[src/rtl/pulse_tracer_pkg.sv]
// Shared edge-select encodings and the popcount helper for the multi-channel pulse tracer.
package pulse_tracer_pkg;

  localparam int MODE_W = 2;

  typedef enum logic [MODE_W-1:0] {
    EDGE_NONE = 2'b00,
    EDGE_RISE = 2'b01,
    EDGE_FALL = 2'b10,
    EDGE_BOTH = 2'b11
  } edge_mode_e;

  // Channels are zero-extended to 32 bits, so a 6-bit result always suffices.
  function automatic logic [5:0] popcount32(input logic [31:0] v);
    logic [5:0] n;
    n = '0;
    for (int k = 0; k < 32; k++) begin
      n = n + {5'd0, v[k]};
    end
    return n;
  endfunction

endpackage

[src/rtl/pulse_tracer_ch.sv]
// One channel: two-flop synchroniser, symmetric run-length filter and registered edge pulses.
module pulse_tracer_ch #(
  parameter int FILTER_LEN = 3
) (
  input  logic clk,
  input  logic rst_n,
  input  logic i_noisy,
  output logic o_stable,
  output logic o_rise,
  output logic o_fall
);

  localparam int CW = $clog2(FILTER_LEN + 1);

  logic          r_sync1;
  logic          r_sync2;
  logic          r_state;
  logic [CW-1:0] r_cnt;
  logic          r_rise;
  logic          r_fall;

  always_ff @(posedge clk or negedge rst_n) begin
    if (!rst_n) begin
      r_sync1 <= 1'b0;
      r_sync2 <= 1'b0;
      r_state <= 1'b0;
      r_cnt   <= '0;
      r_rise  <= 1'b0;
      r_fall  <= 1'b0;
    end else begin
      r_sync1 <= i_noisy;
      r_sync2 <= r_sync1;
      r_rise  <= 1'b0;
      r_fall  <= 1'b0;
      // Any sample matching the accepted level restarts the run.
      if (r_sync2 == r_state) begin
        r_cnt <= '0;
      end else if (r_cnt == CW'(FILTER_LEN - 1)) begin
        r_state <= r_sync2;
        r_cnt   <= '0;
        r_rise  <= r_sync2;
        r_fall  <= !r_sync2;
      end else begin
        r_cnt <= r_cnt + CW'(1);
      end
    end
  end

  assign o_stable = r_state;
  assign o_rise   = r_rise;
  assign o_fall   = r_fall;

endmodule

[src/rtl/pulse_tracer_mc.sv]
// Multi-channel glitch filter: per-channel filters plus mode gating and a saturating event counter.
module pulse_tracer_mc
  import pulse_tracer_pkg::*;
#(
  parameter int CHANNELS   = 4,
  parameter int FILTER_LEN = 3,
  parameter int CNT_W      = 16
) (
  input  logic                clk,
  input  logic                rst_n,
  input  logic [CHANNELS-1:0] i_noisy_in,
  input  logic [MODE_W-1:0]   i_edge_mode,
  input  logic                i_clear,
  output logic [CHANNELS-1:0] o_stable_out,
  output logic [CHANNELS-1:0] o_rise_pulse,
  output logic [CHANNELS-1:0] o_fall_pulse,
  output logic [CHANNELS-1:0] o_event_pulse,
  output logic                o_any_event,
  output logic [CNT_W-1:0]    o_event_count
);

  generate
    if (FILTER_LEN < 1) begin : g_bad_filter_len
      $error("pulse_tracer_mc: FILTER_LEN must be >= 1");
    end
    if (CHANNELS < 1 || CHANNELS > 32) begin : g_bad_channels
      $error("pulse_tracer_mc: CHANNELS must be in 1..32");
    end
    if (CNT_W < 1) begin : g_bad_cnt_w
      $error("pulse_tracer_mc: CNT_W must be >= 1");
    end
  endgenerate

  localparam int SUM_W = ((CNT_W > 6) ? CNT_W : 6) + 1;

  logic [CHANNELS-1:0] w_stable;
  logic [CHANNELS-1:0] w_rise;
  logic [CHANNELS-1:0] w_fall;
  logic [CHANNELS-1:0] w_event;
  logic                w_rise_en;
  logic                w_fall_en;
  logic [31:0]         w_event_ext;
  logic [5:0]          w_pop;
  logic [SUM_W-1:0]    w_sum;
  logic [SUM_W-1:0]    w_max;
  logic [CNT_W-1:0]    r_count;

  genvar gi;
  generate
    for (gi = 0; gi < CHANNELS; gi++) begin : g_ch
      pulse_tracer_ch #(
        .FILTER_LEN(FILTER_LEN)
      ) u_ch (
        .clk      (clk),
        .rst_n    (rst_n),
        .i_noisy  (i_noisy_in[gi]),
        .o_stable (w_stable[gi]),
        .o_rise   (w_rise[gi]),
        .o_fall   (w_fall[gi])
      );
    end
  endgenerate

  // Mode gating is combinational so a mode change applies to a pulse already in flight.
  assign w_rise_en   = (i_edge_mode == EDGE_RISE) || (i_edge_mode == EDGE_BOTH);
  assign w_fall_en   = (i_edge_mode == EDGE_FALL) || (i_edge_mode == EDGE_BOTH);
  assign w_event     = (w_rise & {CHANNELS{w_rise_en}}) | (w_fall & {CHANNELS{w_fall_en}});
  assign w_event_ext = 32'(w_event);
  assign w_pop       = popcount32(w_event_ext);
  assign w_sum       = SUM_W'(r_count) + SUM_W'(w_pop);
  assign w_max       = SUM_W'({CNT_W{1'b1}});

  always_ff @(posedge clk or negedge rst_n) begin
    if (!rst_n) begin
      r_count <= '0;
    end else if (i_clear) begin
      r_count <= '0;
    end else if (w_sum > w_max) begin
      r_count <= {CNT_W{1'b1}};
    end else begin
      r_count <= w_sum[CNT_W-1:0];
    end
  end

  assign o_stable_out  = w_stable;
  assign o_rise_pulse  = w_rise;
  assign o_fall_pulse  = w_fall;
  assign o_event_pulse = w_event;
  assign o_any_event   = |w_event;
  assign o_event_count = r_count;

endmodule
[config.mk]
export PLATFORM = sky130hd
export DESIGN_NAME = pulse_tracer_mc
export DESIGN_NICKNAME = d
export VERILOG_FILES = /design/src/rtl/pulse_tracer_pkg.sv /design/src/rtl/pulse_tracer_ch.sv /design/src/rtl/pulse_tracer_mc.sv
export SDC_FILE = /design/constraint.sdc
export NUM_CORES = 1
export LEC_CHECK = 0
export BUFFER_PORTS_ARGS = -buffer_cell sky130_fd_sc_hd__buf_2
export CAP_MARGIN = 20
export CELL_PAD_IN_SITES_DETAIL_PLACEMENT = 0
export CELL_PAD_IN_SITES_GLOBAL_PLACEMENT = 2
export CORE_ASPECT_RATIO = 0.5
export CORE_UTILIZATION = 34
export CTS_CLUSTER_DIAMETER = 120
export DETAILED_ROUTE_END_ITERATION = 8
export GPL_TIMING_DRIVEN = 0
export PLACE_DENSITY_LB_ADDON = 0.25
export REMOVE_ABC_BUFFERS = 1
export SLEW_MARGIN = 20
export SYNTH_ARGS = -nofsm -noshare
export SYNTH_HDL_FRONTEND = slang
export SYNTH_SLANG_ARGS = --single-unit
[constraint.sdc]
create_clock -name clk -period 3.3 [get_ports clk]
set_input_delay 0.495 -clock clk [delete_from_list [all_inputs] [get_ports clk]]
set_output_delay 0.495 -clock clk [all_outputs]
set_load 0.1 [all_outputs]
# ---- Word-level counts from Yosys, hierarchy flattened
# Cells that the tools add are included.
dict set report totals {
  in_bits 9
  output_inout_bits 33
  ff_bits 44
}
dict set report classes {
  addsub 8
  reduce_logical 11
  n_bitwise 7
  muxes 26
  n_eq_ne 11
  n_lt_le_gt_ge 1
}
# cell n
set ops {}
lappend ops {{two-way mux 16 bit} 2}
lappend ops {{adder 16 x 4 -> 17 bit} 1}
lappend ops {{greater-than comparator 17 x 16 -> 1 bit (second input constant)} 1}
lappend ops {{two-way mux 1 bit} 16}
lappend ops {{two-way mux 2 bit} 8}
lappend ops {{== test 2 bit (second input constant)} 6}
lappend ops {{adder 2 x 1 -> 2 bit (second input constant)} 4}
lappend ops {{bitwise AND 4 bit} 2}
lappend ops {{AND reduction 2 bit} 4}
lappend ops {{adder 3 x 1 -> 4 bit} 1}
lappend ops {{== test 1 bit} 4}
lappend ops {{zero test 1 bit} 4}
lappend ops {{NOT 1 bit} 4}
lappend ops {{bitwise OR 4 bit} 1}
lappend ops {{OR reduction 4 bit} 1}
lappend ops {{adder 2 x 1 -> 3 bit} 1}
lappend ops {{adder 1 x 1 -> 2 bit} 1}
lappend ops {{== test 2 x 1 -> 1 bit (second input constant)} 1}
lappend ops {{logical OR 1 bit} 2}

# ---- Depth between registers and ports, before layout
dict set report depth {
  depth_word 11
  depth_mapped 10
  depth_no_buf 10
}

# ---- Modules after synthesis
# Synthesis repeated with hierarchy kept, for this count alone.
dict set report hier_totals {
  cells_unflattened 151
  area_unflattened_um2 1941.9
}
# module cells_each area_per_inst_um2 n_inst seq_area_each_um2
set by_module_without_submodules {}
lappend by_module_without_submodules {pulse_tracer_mc 95 980.9 1 400.4}
lappend by_module_without_submodules {pulse_tracer_ch 14 240.2 4 175.2}

# ---- Least setup slack after synthesis
# OpenSTA, ideal clock, no wires.
dict set report synth_timing {
  path_kind {input port to flip-flop}
  start {input i_edge_mode[0]}
  end {register r_count[11], in the netlist o_event_count[11]}
  stages 10
  n_path_buf 0
  arrival_time_ns 3.312
  slack_ns -0.096
  setup_time_ns 0.084
  cell_sequence {a22o_1 inv_1 fa_1 fa_1 inv_1 fa_1 nand4_1 nor2_1 nand3_2 a31oi_1}
}
dict set report synth_between {
  elab_chain_len 11
}
# item line_no
set synth_rtl {}
lappend synth_rtl {{start: declaration} pulse_tracer_mc.sv:12} ;# input logic [MODE_W-1:0] i_edge_mode,
lappend synth_rtl {{== test 2 x 1 -> 1 bit, or another cell as far along} pulse_tracer_mc.sv:65} ;# assign w_rise_en = (i_edge_mode == EDGE_RISE) || (i_edge_mode == EDGE_BOTH);
lappend synth_rtl {{logical OR 1 bit, on equally long branches} {pulse_tracer_mc.sv:65, pulse_tracer_mc.sv:66}}
lappend synth_rtl {{bitwise AND 4 bit} pulse_tracer_mc.sv:67} ;# assign w_event = (w_rise & {CHANNELS{w_rise_en}}) | (w_fall & {CHANNELS{w_fall_en}});
lappend synth_rtl {{bitwise OR 4 bit (*)} pulse_tracer_mc.sv:67}
lappend synth_rtl {{adder 1 x 1 -> 2 bit} pulse_tracer_pkg.sv:18} ;# n = n + {5'd0, v[k]};
lappend synth_rtl {{adder 2 x 1 -> 3 bit} pulse_tracer_pkg.sv:18}
lappend synth_rtl {{adder 3 x 1 -> 4 bit (*)} pulse_tracer_pkg.sv:18}
lappend synth_rtl {{adder 16 x 4 -> 17 bit (*)} pulse_tracer_mc.sv:70} ;# assign w_sum = SUM_W'(r_count) + SUM_W'(w_pop);
lappend synth_rtl {{greater-than comparator 17 x 16 -> 1 bit} pulse_tracer_mc.sv:78} ;# end else if (w_sum > w_max) begin
lappend synth_rtl {{two-way mux 16 bit (*)} pulse_tracer_mc.sv:78}
lappend synth_rtl {{two-way mux 16 bit (*)} pulse_tracer_mc.sv:76} ;# end else if (i_clear) begin
lappend synth_rtl {{end signal: assignment} pulse_tracer_mc.sv:79} ;# r_count <= {CNT_W{1'b1}};
lappend synth_rtl {{end signal: assignment} pulse_tracer_mc.sv:81} ;# r_count <= w_sum[CNT_W-1:0];
lappend synth_rtl {{end: declaration} pulse_tracer_mc.sv:46} ;# logic [CNT_W-1:0] r_count;
# Every way passes the cells marked *; elsewhere a longest branch is shown, timed or not.
# A chain may end at the register's enable or synchronous reset.

# ---- Final worst setup path
dict set report layout_timing {
  start {register g_ch[3].u_ch.r_rise}
  end {register r_count[13], in the netlist o_event_count[13]}
}
dict set report layout_between {
  elab_chain_len 7
}
# item line_no
set layout_rtl {}
lappend layout_rtl {{start: declaration} pulse_tracer_ch.sv:19} ;# logic r_rise;
lappend layout_rtl {{start signal: assignment} pulse_tracer_ch.sv:41} ;# r_rise <= r_sync2;
lappend layout_rtl {{bitwise AND 4 bit (*)} pulse_tracer_mc.sv:67}
lappend layout_rtl {{bitwise OR 4 bit (*)} pulse_tracer_mc.sv:67}
lappend layout_rtl {{adder 3 x 1 -> 4 bit (*)} pulse_tracer_pkg.sv:18}
lappend layout_rtl {{adder 16 x 4 -> 17 bit (*)} pulse_tracer_mc.sv:70}
lappend layout_rtl {{greater-than comparator 17 x 16 -> 1 bit} pulse_tracer_mc.sv:78}
lappend layout_rtl {{two-way mux 16 bit (*)} pulse_tracer_mc.sv:78}
lappend layout_rtl {{two-way mux 16 bit (*)} pulse_tracer_mc.sv:76}
# Marked as above.

==> impl_metrics.tcl <==
set metrics [dict create \
    yosysUniqueCellTypes 39 \
    grtUsageTotal 0.1404 \
    final_common_cell "dfrtp_1" \
    num_vias 1333 \
    worst_skew_pair.late_latency_ps 290 \
    wl_um 3769 \
    seq_area_um2 1101 \
    seq_power_share 0.367 \
    synth-xor-area-share 0.03107 \
    diodes 0 \
    synth_area_um2 1973 \
    muxShareOfSynthArea 0.02790 \
    cts_buffer_depth 2 \
    synthSimpleGateAreaFrac 0.1427 \
    pwr-share-comb 0.312 \
    grt_pass1_wl_um 6265 \
    layout_common_cells "44 x dfrtp_1, 40 x buf_2, 12 x inv_1" \
    ys_ff_latch 44 \
    cts_tree "done" \
    wl_per_cell_um 13.41 \
    start_util 0.3562 \
    p_int_w 0.001107 \
    path_common_cell "fa_1" \
    yosys-top-cells-area "dfrtp_1 56%, buf_4 4.6%, a211oi_1 3.4%" \
    synth_seq_area_share 0.5580 \
    p_total_w 0.001830 \
    finalHoldViolCount 0 \
    fin_crit_ps 2937 \
    ys_warn_count 0 \
    fin_cells 281 \
    dp_cells 273 \
    fp.dieW_um 109.7 \
    numPortBuffers 41 \
    n_fill_cell 541 \
    die-area_um2 6130 \
    postSynthCellCount 172 \
    irDropWorstVdd_mv 0.4408 \
    ant_nets 0 \
    power_density_nw_per_um2 776.7 \
    p_sw_frac 0.3948 \
    required_ps 3490 \
    drt_iter0_drc 50 \
    p_sw_w 0.0007226 \
    path_cells "a22oi_1 > fa_1 > fa_1 > inv_1 > fa_1 > and4_1 > nand2_1 > or2_0 > a211oi_1" \
    clkTransAtPathRegs_ps 60 \
    pin_count 42 \
    die_h_um 55.87 \
    syn-mean-instance-area_um2 11.47 \
    hold_path.class "input port to asynchronous set/reset pin" \
    cp_slowest_stage_delay_ps 500 \
    syn_to_final_growth_pct 19.40 \
    hold_buffers 0 \
    synth_top_family_by_area "simple AND/OR/NAND/NOR gates" \
    ctsRootBufferMaster "clkbuf_16" \
    critPathLaunchType "register" \
    cap_violations 0 \
    synth_area_leader_cell "dfrtp_1" \
    firstDrtPassIters 4 \
    worst_pin_slew_ps 566.5 \
    yosysTopAreaCellShare 0.5580 \
    drive_gt1_frac 0.2981 \
    cts_max_level 2 \
    multiInputGateArea_um2 733.2 \
    slew_headroom 0.6223 \
    core_um2 5539 \
    critPathArrivalTime_ps 3130 \
    crit_slowest_cell "fa_1" \
    slew_viol_final 0 \
    row_count 19 \
    critPathMaxFanout 4 \
    grt.overflow.total 0 \
    fin_nets 221 \
    cts_resized 0 \
    period_share 0.8900 \
    max_freq_mhz 340.5 \
    crit_path_end_kind "register" \
    cts_setup_buffers 0 \
    grt_max_degree 45 \
    finalInstanceArea_um2 2356 \
    status "finished clean" \
    drcViolationCount 0 \
    finalSetupViolCount 0 \
    via_per_inst 4.744 \
    holdWs_ps 201.6 \
    place_congestion 0.7621 \
    antenna_found_initial 0 \
    hpwlAfterDp_um 2669 \
    p_leak_nw 1.155 \
    grt_setup_unrepaired "no" \
    numCtsBuffers 5 \
    skew_ps 2.629 \
    power_frac_clock 0.321 \
    synth_fa_ha_area_frac 0.04312 \
    critPathKind "register to register" \
    dpl-instance-area_um2 2176 \
    grt_pass1_vias 1304 \
    cts.sinks 44 \
    synth_compound_area_frac 0.1268 \
]
area by class of cell:
class,count,area share
sequential,44,0.4673
multi-input combinational,103,0.3112
clock buffer,6,0.05895
timing repair buffer,41,0.08816
tap,73,0.03877
clock inverter,2,0.01646
inverter,12,0.01912
layer usage:
metal | global-route usage | vias to the layer above | share of wire | wire [µm]
met5 | 0 | - | 0 | 0
met4 | 0.06286 | 0 | 0.016 | 60
met3 | 0.05738 | 8 | 0.050 | 190
met2 | 0.2066 | 21 | 0.47 | 1766
met1 | 0.1811 | 646 | 0.46 | 1751
li1 | - | 658 | - | -
cells in the mapped netlist:
| master | count |
|---|---|
| ha_1 | 2 |
| nand3_1 | 5 |
| and4_4 | 1 |
| a31oi_1 | 2 |
| nand4_1 | 1 |
| a211oi_1 | 9 |
| nand2_1 | 11 |
| a22o_1 | 1 |
| and3_2 | 1 |
| and3_1 | 1 |
| nand3_2 | 1 |
| a22oi_1 | 3 |
| dfrtp_1 | 44 |
| and4_1 | 3 |
| xnor2_1 | 1 |
| nand2b_1 | 8 |
| and2b_1 | 1 |
| fa_1 | 3 |
| or2_0 | 1 |
| mux2_2 | 4 |
| o21ai_0 | 3 |
| nor4b_1 | 1 |
| buf_4 | 12 |
| xor2_1 | 6 |
| nor3_2 | 1 |
| a31o_2 | 1 |
| o211ai_4 | 1 |
| inv_1 | 12 |
| o221a_2 | 1 |
| a21oi_1 | 11 |
| nor3_1 | 2 |
| nor2_1 | 11 |
| clkbuf_1 | 1 |
| o21bai_1 | 1 |
| or3_1 | 1 |
| o311a_2 | 1 |
| o2111ai_1 | 1 |
| and2_2 | 1 |
| mux2i_1 | 1 |
critical path, delay by kind of cell (launching register included):
kind	cells	cell delay (ps)
AOI/OAI and AO/OA	2	600
adders and majority gates	3	1160
buffers and inverters	1	80
DFF	1	380
and+or+nand+nor	3	650
registers in the layout, summed over array words and instances, names as in the netlist:
name / cells
g_ch.u_ch.o_rise: 4
g_ch.u_ch.o_fall: 4
g_ch.u_ch.r_sync2: 4
g_ch.u_ch.r_cnt: 8
g_ch.u_ch.r_sync1: 4
g_ch.u_ch.o_stable: 4
o_event_count: 16
worst paths after layout:
kind                                                      from                                 to  slack [ps]  cells after the start
worst min-delay path                                     rst_n        o_event_count[13]$_DFF_PN0_         200                      1
worst max register to register   g_ch[3].u_ch.o_rise$_DFF_PN0_        o_event_count[13]$_DFF_PN0_         360                      9
max in group asynchronous                                rst_n  g_ch[0].u_ch.o_stable$_DFFE_PN0P_        2710                      1
worst min register to register  g_ch[3].u_ch.r_sync1$_DFF_PN0_     g_ch[3].u_ch.r_sync2$_DFF_PN0_         350                      0
min in group clk                                 i_noisy_in[1]     g_ch[1].u_ch.r_sync1$_DFF_PN0_         310                      1
worst max-delay path             g_ch[3].u_ch.o_rise$_DFF_PN0_        o_event_count[13]$_DFF_PN0_         360                      9
through the flow:
step / setup TNS, ps / util / setup slack, ps
3_3_place_gp: 0 / 0.3928 / 136.7
5_1_grt: 0 / 0.4253 / 129.1
3_5_place_dp: 0 / 0.3928 / 47.73
4_1_cts: 0 / 0.4249 / 298.7
2_1_floorplan: -9519 / - / -649.3
6_report: 0 / 0.4253 / 362.9
power by group through the flow:
stage	clock network, W	logic [W]	registers, W
floorplan	0	0.000195	0.000959
global placement	0	0.000571	0.000679
detailed placement	0	0.000577	0.000682
CTS	0.000607	0.000577	0.000673
global route	0.000626	0.000603	0.000685
finish	0.000587	0.000571	0.000672
logic make-up (layout without fill, tap and decap cells):
family | after synthesis | count (layout)
mux | 5 | 5
buf+inv | 25 | 61
flops | 44 | 44
xor+xnor | 7 | 7
simple gates | 51 | 51
fa+ha+maj | 5 | 5
compound gates | 35 | 35
Note: power is estimated with default switching activity, not from simulation.
